$ cat src/rtl/pipe_hazard_ctrl_if.sv
// Hazard-control bundle between the 5-stage pipeline datapath and pipe_hazard_ctrl.
// master = pipeline datapath side, slave = hazard controller side.
interface pipe_hazard_ctrl_if;
    logic [4:0]  IdRs;
    logic [4:0]  IdRt;
    logic [4:0]  ExRw;
    logic        ExMemtoReg;
    logic        MemBranch;
    logic        MemZero;
    logic        MemOverflow;
    logic        MemReq;
    logic        MemReady;
    logic        PcWrite;
    logic        IfIdWrite;
    logic        IdExWrite;
    logic        ExMemWrite;
    logic        IfIdFlush;
    logic        IdExFlush;
    logic        ExMemFlush;
    logic [1:0]  PcSel;
    logic        ExcPending;
    logic        MemErr;
    logic [31:0] StallCount;

    modport master (
        output IdRs, IdRt, ExRw, ExMemtoReg, MemBranch, MemZero, MemOverflow,
               MemReq, MemReady,
        input  PcWrite, IfIdWrite, IdExWrite, ExMemWrite, IfIdFlush, IdExFlush,
               ExMemFlush, PcSel, ExcPending, MemErr, StallCount
    );

    modport slave (
        input  IdRs, IdRt, ExRw, ExMemtoReg, MemBranch, MemZero, MemOverflow,
               MemReq, MemReady,
        output PcWrite, IfIdWrite, IdExWrite, ExMemWrite, IfIdFlush, IdExFlush,
               ExMemFlush, PcSel, ExcPending, MemErr, StallCount
    );
endinterface

$ cat src/rtl/pipe_hazard_ctrl.sv
// Stall/flush sequencer for a 5-stage pipeline: load-use, memory wait with watchdog, branch, overflow.
// Optional macro PIPE_STALL_CNT_EN adds a saturating stall-cycle counter on StallCount.
module pipe_hazard_ctrl #(
    parameter int unsigned EXC_DRAIN   = 2,
    parameter int unsigned MEM_TIMEOUT = 15
) (
    input  logic               clk,
    input  logic               rst,
    pipe_hazard_ctrl_if.slave  hz
);

    localparam int unsigned WAIT_W  = (MEM_TIMEOUT < 2) ? 1 : $clog2(MEM_TIMEOUT + 1);
    localparam int unsigned DRAIN_W = (EXC_DRAIN < 2) ? 1 : $clog2(EXC_DRAIN + 1);
    localparam logic [WAIT_W-1:0]  WAIT_LAST  = WAIT_W'(MEM_TIMEOUT - 1);
    localparam logic [DRAIN_W-1:0] DRAIN_INIT = DRAIN_W'(EXC_DRAIN - 1);

    typedef enum logic [1:0] {
        ST_RUN     = 2'd0,
        ST_MEMWAIT = 2'd1,
        ST_EXC     = 2'd2
    } state_t;

    state_t               state_r;
    state_t               next_state_s;
    logic [WAIT_W-1:0]    wait_cnt_r;
    logic [WAIT_W-1:0]    wait_cnt_nxt_s;
    logic [DRAIN_W-1:0]   drain_cnt_r;
    logic [DRAIN_W-1:0]   drain_cnt_nxt_s;
    logic                 mem_err_r;
    logic                 mem_err_set_s;

    logic                 pc_write_s;
    logic                 ifid_write_s;
    logic                 idex_write_s;
    logic                 exmem_write_s;
    logic                 ifid_flush_s;
    logic                 idex_flush_s;
    logic                 exmem_flush_s;
    logic [1:0]           pc_sel_s;
    logic                 exc_pending_s;

    logic                 load_use_s;
    logic                 mem_busy_s;
    logic                 br_taken_s;

    // Register 0 is hard-wired zero, so a load targeting it never creates a dependency.
    function automatic logic load_use_hit(input logic       is_load,
                                          input logic [4:0] rw,
                                          input logic [4:0] rs,
                                          input logic [4:0] rt);
        return is_load && (rw != 5'd0) && ((rw == rs) || (rw == rt));
    endfunction

    assign load_use_s = load_use_hit(hz.ExMemtoReg, hz.ExRw, hz.IdRs, hz.IdRt);
    assign mem_busy_s = hz.MemReq && !hz.MemReady;
    assign br_taken_s = hz.MemBranch && hz.MemZero;

    // Next-state, counter update and pipeline control decode.
    always_comb begin
        next_state_s    = state_r;
        wait_cnt_nxt_s  = wait_cnt_r;
        drain_cnt_nxt_s = drain_cnt_r;
        mem_err_set_s   = 1'b0;
        pc_write_s      = 1'b1;
        ifid_write_s    = 1'b1;
        idex_write_s    = 1'b1;
        exmem_write_s   = 1'b1;
        ifid_flush_s    = 1'b0;
        idex_flush_s    = 1'b0;
        exmem_flush_s   = 1'b0;
        pc_sel_s        = 2'd0;
        exc_pending_s   = 1'b0;

        if (rst) begin
            next_state_s  = ST_RUN;
            pc_write_s    = 1'b0;
            ifid_write_s  = 1'b0;
            idex_write_s  = 1'b0;
            exmem_write_s = 1'b0;
            ifid_flush_s  = 1'b1;
            idex_flush_s  = 1'b1;
            exmem_flush_s = 1'b1;
        end else begin
            case (state_r)
                ST_RUN: begin
                    if (hz.MemOverflow) begin
                        ifid_flush_s    = 1'b1;
                        idex_flush_s    = 1'b1;
                        exmem_flush_s   = 1'b1;
                        pc_sel_s        = 2'd2;
                        next_state_s    = ST_EXC;
                        drain_cnt_nxt_s = DRAIN_INIT;
                    end else if (mem_busy_s) begin
                        pc_write_s      = 1'b0;
                        ifid_write_s    = 1'b0;
                        idex_write_s    = 1'b0;
                        exmem_write_s   = 1'b0;
                        next_state_s    = ST_MEMWAIT;
                        wait_cnt_nxt_s  = WAIT_W'(1);
                    end else if (br_taken_s) begin
                        pc_sel_s        = 2'd1;
                        ifid_flush_s    = 1'b1;
                        idex_flush_s    = 1'b1;
                        exmem_flush_s   = 1'b1;
                    end else if (load_use_s) begin
                        pc_write_s      = 1'b0;
                        ifid_write_s    = 1'b0;
                        idex_flush_s    = 1'b1;
                    end else begin
                        next_state_s    = ST_RUN;
                    end
                end

                ST_MEMWAIT: begin
                    pc_write_s    = 1'b0;
                    ifid_write_s  = 1'b0;
                    idex_write_s  = 1'b0;
                    exmem_write_s = 1'b0;
                    if (hz.MemReady) begin
                        pc_write_s     = 1'b1;
                        ifid_write_s   = 1'b1;
                        idex_write_s   = 1'b1;
                        exmem_write_s  = 1'b1;
                        next_state_s   = ST_RUN;
                        wait_cnt_nxt_s = '0;
                    end else if (wait_cnt_r >= WAIT_LAST) begin
                        // Watchdog expiry: redirect to the exception vector on this cycle.
                        pc_write_s      = 1'b1;
                        ifid_write_s    = 1'b1;
                        idex_write_s    = 1'b1;
                        exmem_write_s   = 1'b1;
                        ifid_flush_s    = 1'b1;
                        idex_flush_s    = 1'b1;
                        exmem_flush_s   = 1'b1;
                        pc_sel_s        = 2'd2;
                        mem_err_set_s   = 1'b1;
                        next_state_s    = ST_EXC;
                        wait_cnt_nxt_s  = '0;
                        drain_cnt_nxt_s = DRAIN_INIT;
                    end else begin
                        wait_cnt_nxt_s  = wait_cnt_r + WAIT_W'(1);
                    end
                end

                ST_EXC: begin
                    exc_pending_s = 1'b1;
                    pc_write_s    = 1'b0;
                    ifid_flush_s  = 1'b1;
                    idex_flush_s  = 1'b1;
                    exmem_flush_s = 1'b1;
                    if (drain_cnt_r == '0) begin
                        next_state_s    = ST_RUN;
                    end else begin
                        drain_cnt_nxt_s = drain_cnt_r - DRAIN_W'(1);
                    end
                end

                default: begin
                    // Illegal encoding: park in RUN with the pipe frozen and flushed.
                    next_state_s    = ST_RUN;
                    wait_cnt_nxt_s  = '0;
                    drain_cnt_nxt_s = '0;
                    pc_write_s      = 1'b0;
                    ifid_write_s    = 1'b0;
                    idex_write_s    = 1'b0;
                    exmem_write_s   = 1'b0;
                    ifid_flush_s    = 1'b1;
                    idex_flush_s    = 1'b1;
                    exmem_flush_s   = 1'b1;
                end
            endcase
        end
    end

    // Controller state, wait/drain counters and sticky memory error.
    always_ff @(posedge clk or posedge rst) begin
        if (rst) begin
            state_r     <= ST_RUN;
            wait_cnt_r  <= '0;
            drain_cnt_r <= '0;
            mem_err_r   <= 1'b0;
        end else begin
            state_r     <= next_state_s;
            wait_cnt_r  <= wait_cnt_nxt_s;
            drain_cnt_r <= drain_cnt_nxt_s;
            mem_err_r   <= mem_err_r | mem_err_set_s;
        end
    end

`ifdef PIPE_STALL_CNT_EN
    logic [31:0] stall_cnt_r;

    // Saturating count of cycles with the PC frozen.
    always_ff @(posedge clk or posedge rst) begin
        if (rst) begin
            stall_cnt_r <= 32'd0;
        end else if (!pc_write_s && (stall_cnt_r != 32'hFFFF_FFFF)) begin
            stall_cnt_r <= stall_cnt_r + 32'd1;
        end else begin
            stall_cnt_r <= stall_cnt_r;
        end
    end

    assign hz.StallCount = stall_cnt_r;
`else
    assign hz.StallCount = 32'd0;
`endif

    assign hz.PcWrite    = pc_write_s;
    assign hz.IfIdWrite  = ifid_write_s;
    assign hz.IdExWrite  = idex_write_s;
    assign hz.ExMemWrite = exmem_write_s;
    assign hz.IfIdFlush  = ifid_flush_s;
    assign hz.IdExFlush  = idex_flush_s;
    assign hz.ExMemFlush = exmem_flush_s;
    assign hz.PcSel      = pc_sel_s;
    assign hz.ExcPending = exc_pending_s;
    assign hz.MemErr     = mem_err_r;

endmodule

$ cat src/flat_wrapper.sv
// flat-port wrapper written by rule: the top's interface ports become plain ports
module pipe_hazard_ctrl_flat 
#(
    parameter int unsigned EXC_DRAIN   = 2,
    parameter int unsigned MEM_TIMEOUT = 15
)
  (clk, rst, hz_IdRs, hz_IdRt, hz_ExRw, hz_ExMemtoReg, hz_MemBranch, hz_MemZero, hz_MemOverflow, hz_MemReq, hz_MemReady, hz_PcWrite, hz_IfIdWrite, hz_IdExWrite, hz_ExMemWrite, hz_IfIdFlush, hz_IdExFlush, hz_ExMemFlush, hz_PcSel, hz_ExcPending, hz_MemErr, hz_StallCount);
  pipe_hazard_ctrl_if hz_i ();
  input  logic clk;
  input  logic rst;
  input wire logic [$bits(hz_i.IdRs)-1:0] hz_IdRs;
  input wire logic [$bits(hz_i.IdRt)-1:0] hz_IdRt;
  input wire logic [$bits(hz_i.ExRw)-1:0] hz_ExRw;
  input wire logic [$bits(hz_i.ExMemtoReg)-1:0] hz_ExMemtoReg;
  input wire logic [$bits(hz_i.MemBranch)-1:0] hz_MemBranch;
  input wire logic [$bits(hz_i.MemZero)-1:0] hz_MemZero;
  input wire logic [$bits(hz_i.MemOverflow)-1:0] hz_MemOverflow;
  input wire logic [$bits(hz_i.MemReq)-1:0] hz_MemReq;
  input wire logic [$bits(hz_i.MemReady)-1:0] hz_MemReady;
  output wire logic [$bits(hz_i.PcWrite)-1:0] hz_PcWrite;
  output wire logic [$bits(hz_i.IfIdWrite)-1:0] hz_IfIdWrite;
  output wire logic [$bits(hz_i.IdExWrite)-1:0] hz_IdExWrite;
  output wire logic [$bits(hz_i.ExMemWrite)-1:0] hz_ExMemWrite;
  output wire logic [$bits(hz_i.IfIdFlush)-1:0] hz_IfIdFlush;
  output wire logic [$bits(hz_i.IdExFlush)-1:0] hz_IdExFlush;
  output wire logic [$bits(hz_i.ExMemFlush)-1:0] hz_ExMemFlush;
  output wire logic [$bits(hz_i.PcSel)-1:0] hz_PcSel;
  output wire logic [$bits(hz_i.ExcPending)-1:0] hz_ExcPending;
  output wire logic [$bits(hz_i.MemErr)-1:0] hz_MemErr;
  output wire logic [$bits(hz_i.StallCount)-1:0] hz_StallCount;
  assign hz_i.IdRs = hz_IdRs;
  assign hz_i.IdRt = hz_IdRt;
  assign hz_i.ExRw = hz_ExRw;
  assign hz_i.ExMemtoReg = hz_ExMemtoReg;
  assign hz_i.MemBranch = hz_MemBranch;
  assign hz_i.MemZero = hz_MemZero;
  assign hz_i.MemOverflow = hz_MemOverflow;
  assign hz_i.MemReq = hz_MemReq;
  assign hz_i.MemReady = hz_MemReady;
  assign hz_PcWrite = hz_i.PcWrite;
  assign hz_IfIdWrite = hz_i.IfIdWrite;
  assign hz_IdExWrite = hz_i.IdExWrite;
  assign hz_ExMemWrite = hz_i.ExMemWrite;
  assign hz_IfIdFlush = hz_i.IfIdFlush;
  assign hz_IdExFlush = hz_i.IdExFlush;
  assign hz_ExMemFlush = hz_i.ExMemFlush;
  assign hz_PcSel = hz_i.PcSel;
  assign hz_ExcPending = hz_i.ExcPending;
  assign hz_MemErr = hz_i.MemErr;
  assign hz_StallCount = hz_i.StallCount;
  pipe_hazard_ctrl #(.EXC_DRAIN(EXC_DRAIN), .MEM_TIMEOUT(MEM_TIMEOUT)) u_core (.clk(clk), .rst(rst), .hz(hz_i));
endmodule
$ cat config.mk
export PLATFORM = sky130hd
export DESIGN_NAME = pipe_hazard_ctrl_flat
export DESIGN_NICKNAME = d
export VERILOG_FILES = /design/src/rtl/pipe_hazard_ctrl_if.sv /design/src/rtl/pipe_hazard_ctrl.sv /design/src/flat_wrapper.sv
export SDC_FILE = /design/constraint.sdc
export NUM_CORES = 1
export LEC_CHECK = 0
export CORE_MARGIN = 2
export CORE_UTILIZATION = 35
export CTS_CLUSTER_DIAMETER = 50
export DETAILED_ROUTE_END_ITERATION = 8
export PLACE_DENSITY = 0.83
export SYNTH_ARGS = -nofsm -noshare
export SYNTH_HDL_FRONTEND = slang
export SYNTH_SLANG_ARGS = --single-unit
$ cat constraint.sdc
create_clock -name clk -period 4.3 [get_ports clk]
set_clock_uncertainty 0.05 [all_clocks]
set_input_delay 0.86 -clock clk [delete_from_list [all_inputs] [get_ports clk]]
set_output_delay 0.86 -clock clk [all_outputs]
set_load 0.005 [all_outputs]
==> results by group <==
Power
  • Switching power: 117.3 uW
  • Max VDD drop: 0.0002442 V
  • Static Leak: 0.6033 nW
  • Switching share of power: 34.41%
  • Sequential share of power: 34.0%
  • Clock share of power: 18.3%
  • Power Density: 258.8 nW/um^2
  • Logic pwr share: 47.7%
  • Internal power: 223.6 uW

Placement
  • Routability cong.: 0.8590
  • PortBufs: 33
  • Pre-CTS setup slack: 523.1 ps
  • Hpwl dp: 1806 um

Clocking
  • Htree depth: 1
  • CTS clk-pin slew, worst paths: 50 ps
  • CTS Buffer Depth: 2
  • Post-CTS sizing: 0
  • Clk_lat worst skew: 250 ps
  • Hold buffers post-CTS: 0
  • CTS tree: done
  • Setup bufs post-CTS: 0
  • Root buffer cell: clkbuf_4
  • Clock tree sinks: 9
  • CTS buffer count: 3

Timing
  • RSZ-0062 raised after global routing: no
  • Final-report setup violation count: 0
  • Final setup margin: 516.3 ps
  • Max Fclk: 264.3 MHz
  • Final period utilization: 87.99%
  • Min Clock Period, post-route: 3784 ps
  • Slew HR: 66.70%
  • Final hold violation count: 0
  • Slew Limit Fails: 0
  • Worst Max-Slew Pin Slew: 494.3 ps
  • Total negative setup slack: 0 ps

Detailed routing
  • Wirelength per Cell: 11.01 um
  • Via density: 4.656
  • Drt first pass iters: 5
  • Number of DRC markers in iteration 0: 20
  • Routed Antenna Nets: 0
  • Routed WL: 2146 um
  • DR DRC count: 0
  • Total number of vias: 908

Critical path
  • Required @ worst endpoint: 3390 ps
  • Worst R2R Setup Slack: 2370 ps
  • CP max stage cell: or4_1
  • Startpoint types: primary input
  • WS Path Type: in -> out
  • Critical Path Max Stage Delay: 580 ps
  • Crit-path max FO: 3
  • Worst path cell trace: clkdlybuf4s50_1 > or4_1 > o21ai_2 > nor2_1 > a211o_1 > clkdlybuf4s50_1
  • Worst path buffer plus inverter count: 2
  • Crit end category: output port
  • CP top delay family: buffers and inverters
  • WP data arrival: 2870 ps
  • Worst path most repeated cell: clkdlybuf4s50_1

Final layout
  • Layout cell share with drive strength beyond 1: 8.537%
  • Antenna diodes: 0
  • Synthesis-to-finish area growth: 24.47%
  • # fillers: 282
  • Total Nets Final: 191
  • Final Util: 46.97%
  • Footprint of the multi-input gates: 655.6 um^2
  • Register area: 225.2 um^2

GRT
  • Vias in the first global route: 702
  • Pin count of the biggest net entering global routing: 12
  • First-pass GRT wire length: 3353 um
  • Total gr overflow: 0
  • GRT Util Overall: 12.35%
  • Antenna violations before repair: 0

Die
  • Height of the die: 59.00 um
  • Core area: 2805 um^2
  • Starting density of the core: 37.73%
  • Die width: 59.00 um
  • Die area: 3480 um^2
  • I/O Pins: 66
  • # rows: 19

Synth
  • Synth Instances: 130
  • Warnings from Yosys: 0
  • EDFF count, synth: 0
  • FFs w/ async S/R, synth: 100.0%
  • Mapped Area: 1059 um^2
  • Yosys cell types: 42
  • Post-synthesis register bit count: 9
  • Sequential area share after synthesis: 21.28%
  • Top FF cell, synth: dfrtp_1
  • Mean Syn Cell Area: 8.142 um^2

Flow run
  • Max cap viols: 0

Hold path
  • Hold Crit Class: reg -> reg

Status
  • Status: complete, no violations
[placed cells by master, fill, tap and decap left out, types with 2 or more instances in the layout]
master	netlist	final
and2_1	2	2
nor3_1	4	4
nand2b_1	2	2
mux2_2	2	2
nand2_1	7	7
nand3_1	4	4
a221oi_1	3	3
xnor2_1	10	10
dfrtp_1	9	9
clkdlybuf4s50_1	0	33
ha_1	3	3
clkbuf_4	0	3
o21ai_0	4	4
nor2_1	9	9
inv_1	8	8
o211ai_1	2	2
conb_1	1	32
[area by class of cell]
type	count	area share, %
Timing Repair Buffer	34	25.64
Clock buffer	4	1.994
Multi-Input combinational cell	108	49.76
Sequential cell	9	17.09
Tap cell	31	2.944
Inverter	9	2.564
[flip-flops by register name, indices dropped and copies added (netlist names)]
register,cells
u_core.drain_cnt_r,2
u_core.wait_cnt_r,4
u_core.hz.MemErr,1
u_core.state_r,2
[metal layers]
| metal | GRT usage, % | routed length, um | up-vias |
|---|---|---|---|
| li1 | - | - | 454 |
| met1 | 17.12 | 963 | 418 |
| met2 | 20.16 | 1057 | 34 |
| met3 | 3.275 | 105 | 2 |
| met4 | 0.9740 | 19 | 0 |
| met5 | 0 | 0 | - |
[cell usage after synthesis, types with 2 or more instances]
| cell | instances | area share [%] |
|---|---|---|
| inv_1 | 8 | 2.8 |
| xnor2_1 | 10 | 8.3 |
| nand2_1 | 7 | 2.5 |
| and2_1 | 2 | 1.2 |
| o211ai_1 | 2 | 1.4 |
| dfrtp_1 | 9 | 21 |
| mux2_2 | 2 | 2.1 |
| ha_1 | 3 | 3.5 |
| nand2b_1 | 2 | 1.2 |
| nor3_1 | 4 | 1.9 |
| o21ai_0 | 4 | 1.9 |
| buf_4 | 34 | 24 |
| a221oi_1 | 3 | 2.5 |
| nor2_1 | 9 | 3.2 |
| nand3_1 | 4 | 1.9 |
[through the flow]
step	cell area, um^2	hold WS (ps)	cells	total power [mW]
2_1_floorplan	1175	416.3	161	0.2323
3_3_place_gp	1291	412.6	191	0.2772
3_5_place_dp	1291	412.9	191	0.2798
4_1_cts	1318	425.4	195	0.3448
5_1_grt	1318	438.8	195	0.3716
6_report	1318	420.6	195	0.3409
[path summary, 6_finish.rpt]
kind,from,to,cells after the start
worst max-delay path,hz_ExRw[0],hz_IdExFlush,6
worst min-delay path,u_core.hz.MemErr,u_core.hz.MemErr,1
worst max register to register,u_core.wait_cnt_r[0],u_core.drain_cnt_r[0],6
worst min register to register,u_core.hz.MemErr,u_core.hz.MemErr,1
max in group asynchronous,rst,u_core.wait_cnt_r[1],3
min in group asynchronous,rst,u_core.state_r[1],3
[power groups by stage]
stage               Combinational (mW)  Clock, mW  Sequential [mW]
floorplan                        0.124          0            0.109
global placement                 0.160          0            0.117
detailed placement               0.162          0            0.118
CTS                              0.163     0.0657            0.116
global route                     0.182     0.0703            0.120
finish                           0.163     0.0624            0.116
[kinds of logic after synthesis]
group / synth area share, %
buf+inv: 27.78
compound gates: 19.62
fa+ha+maj: 3.546
xor+xnor: 8.274
mux: 2.128
simple gates: 17.02
other cells: 0.3543
flops: 21.28
Note: power is estimated with default switching activity, not from simulation.
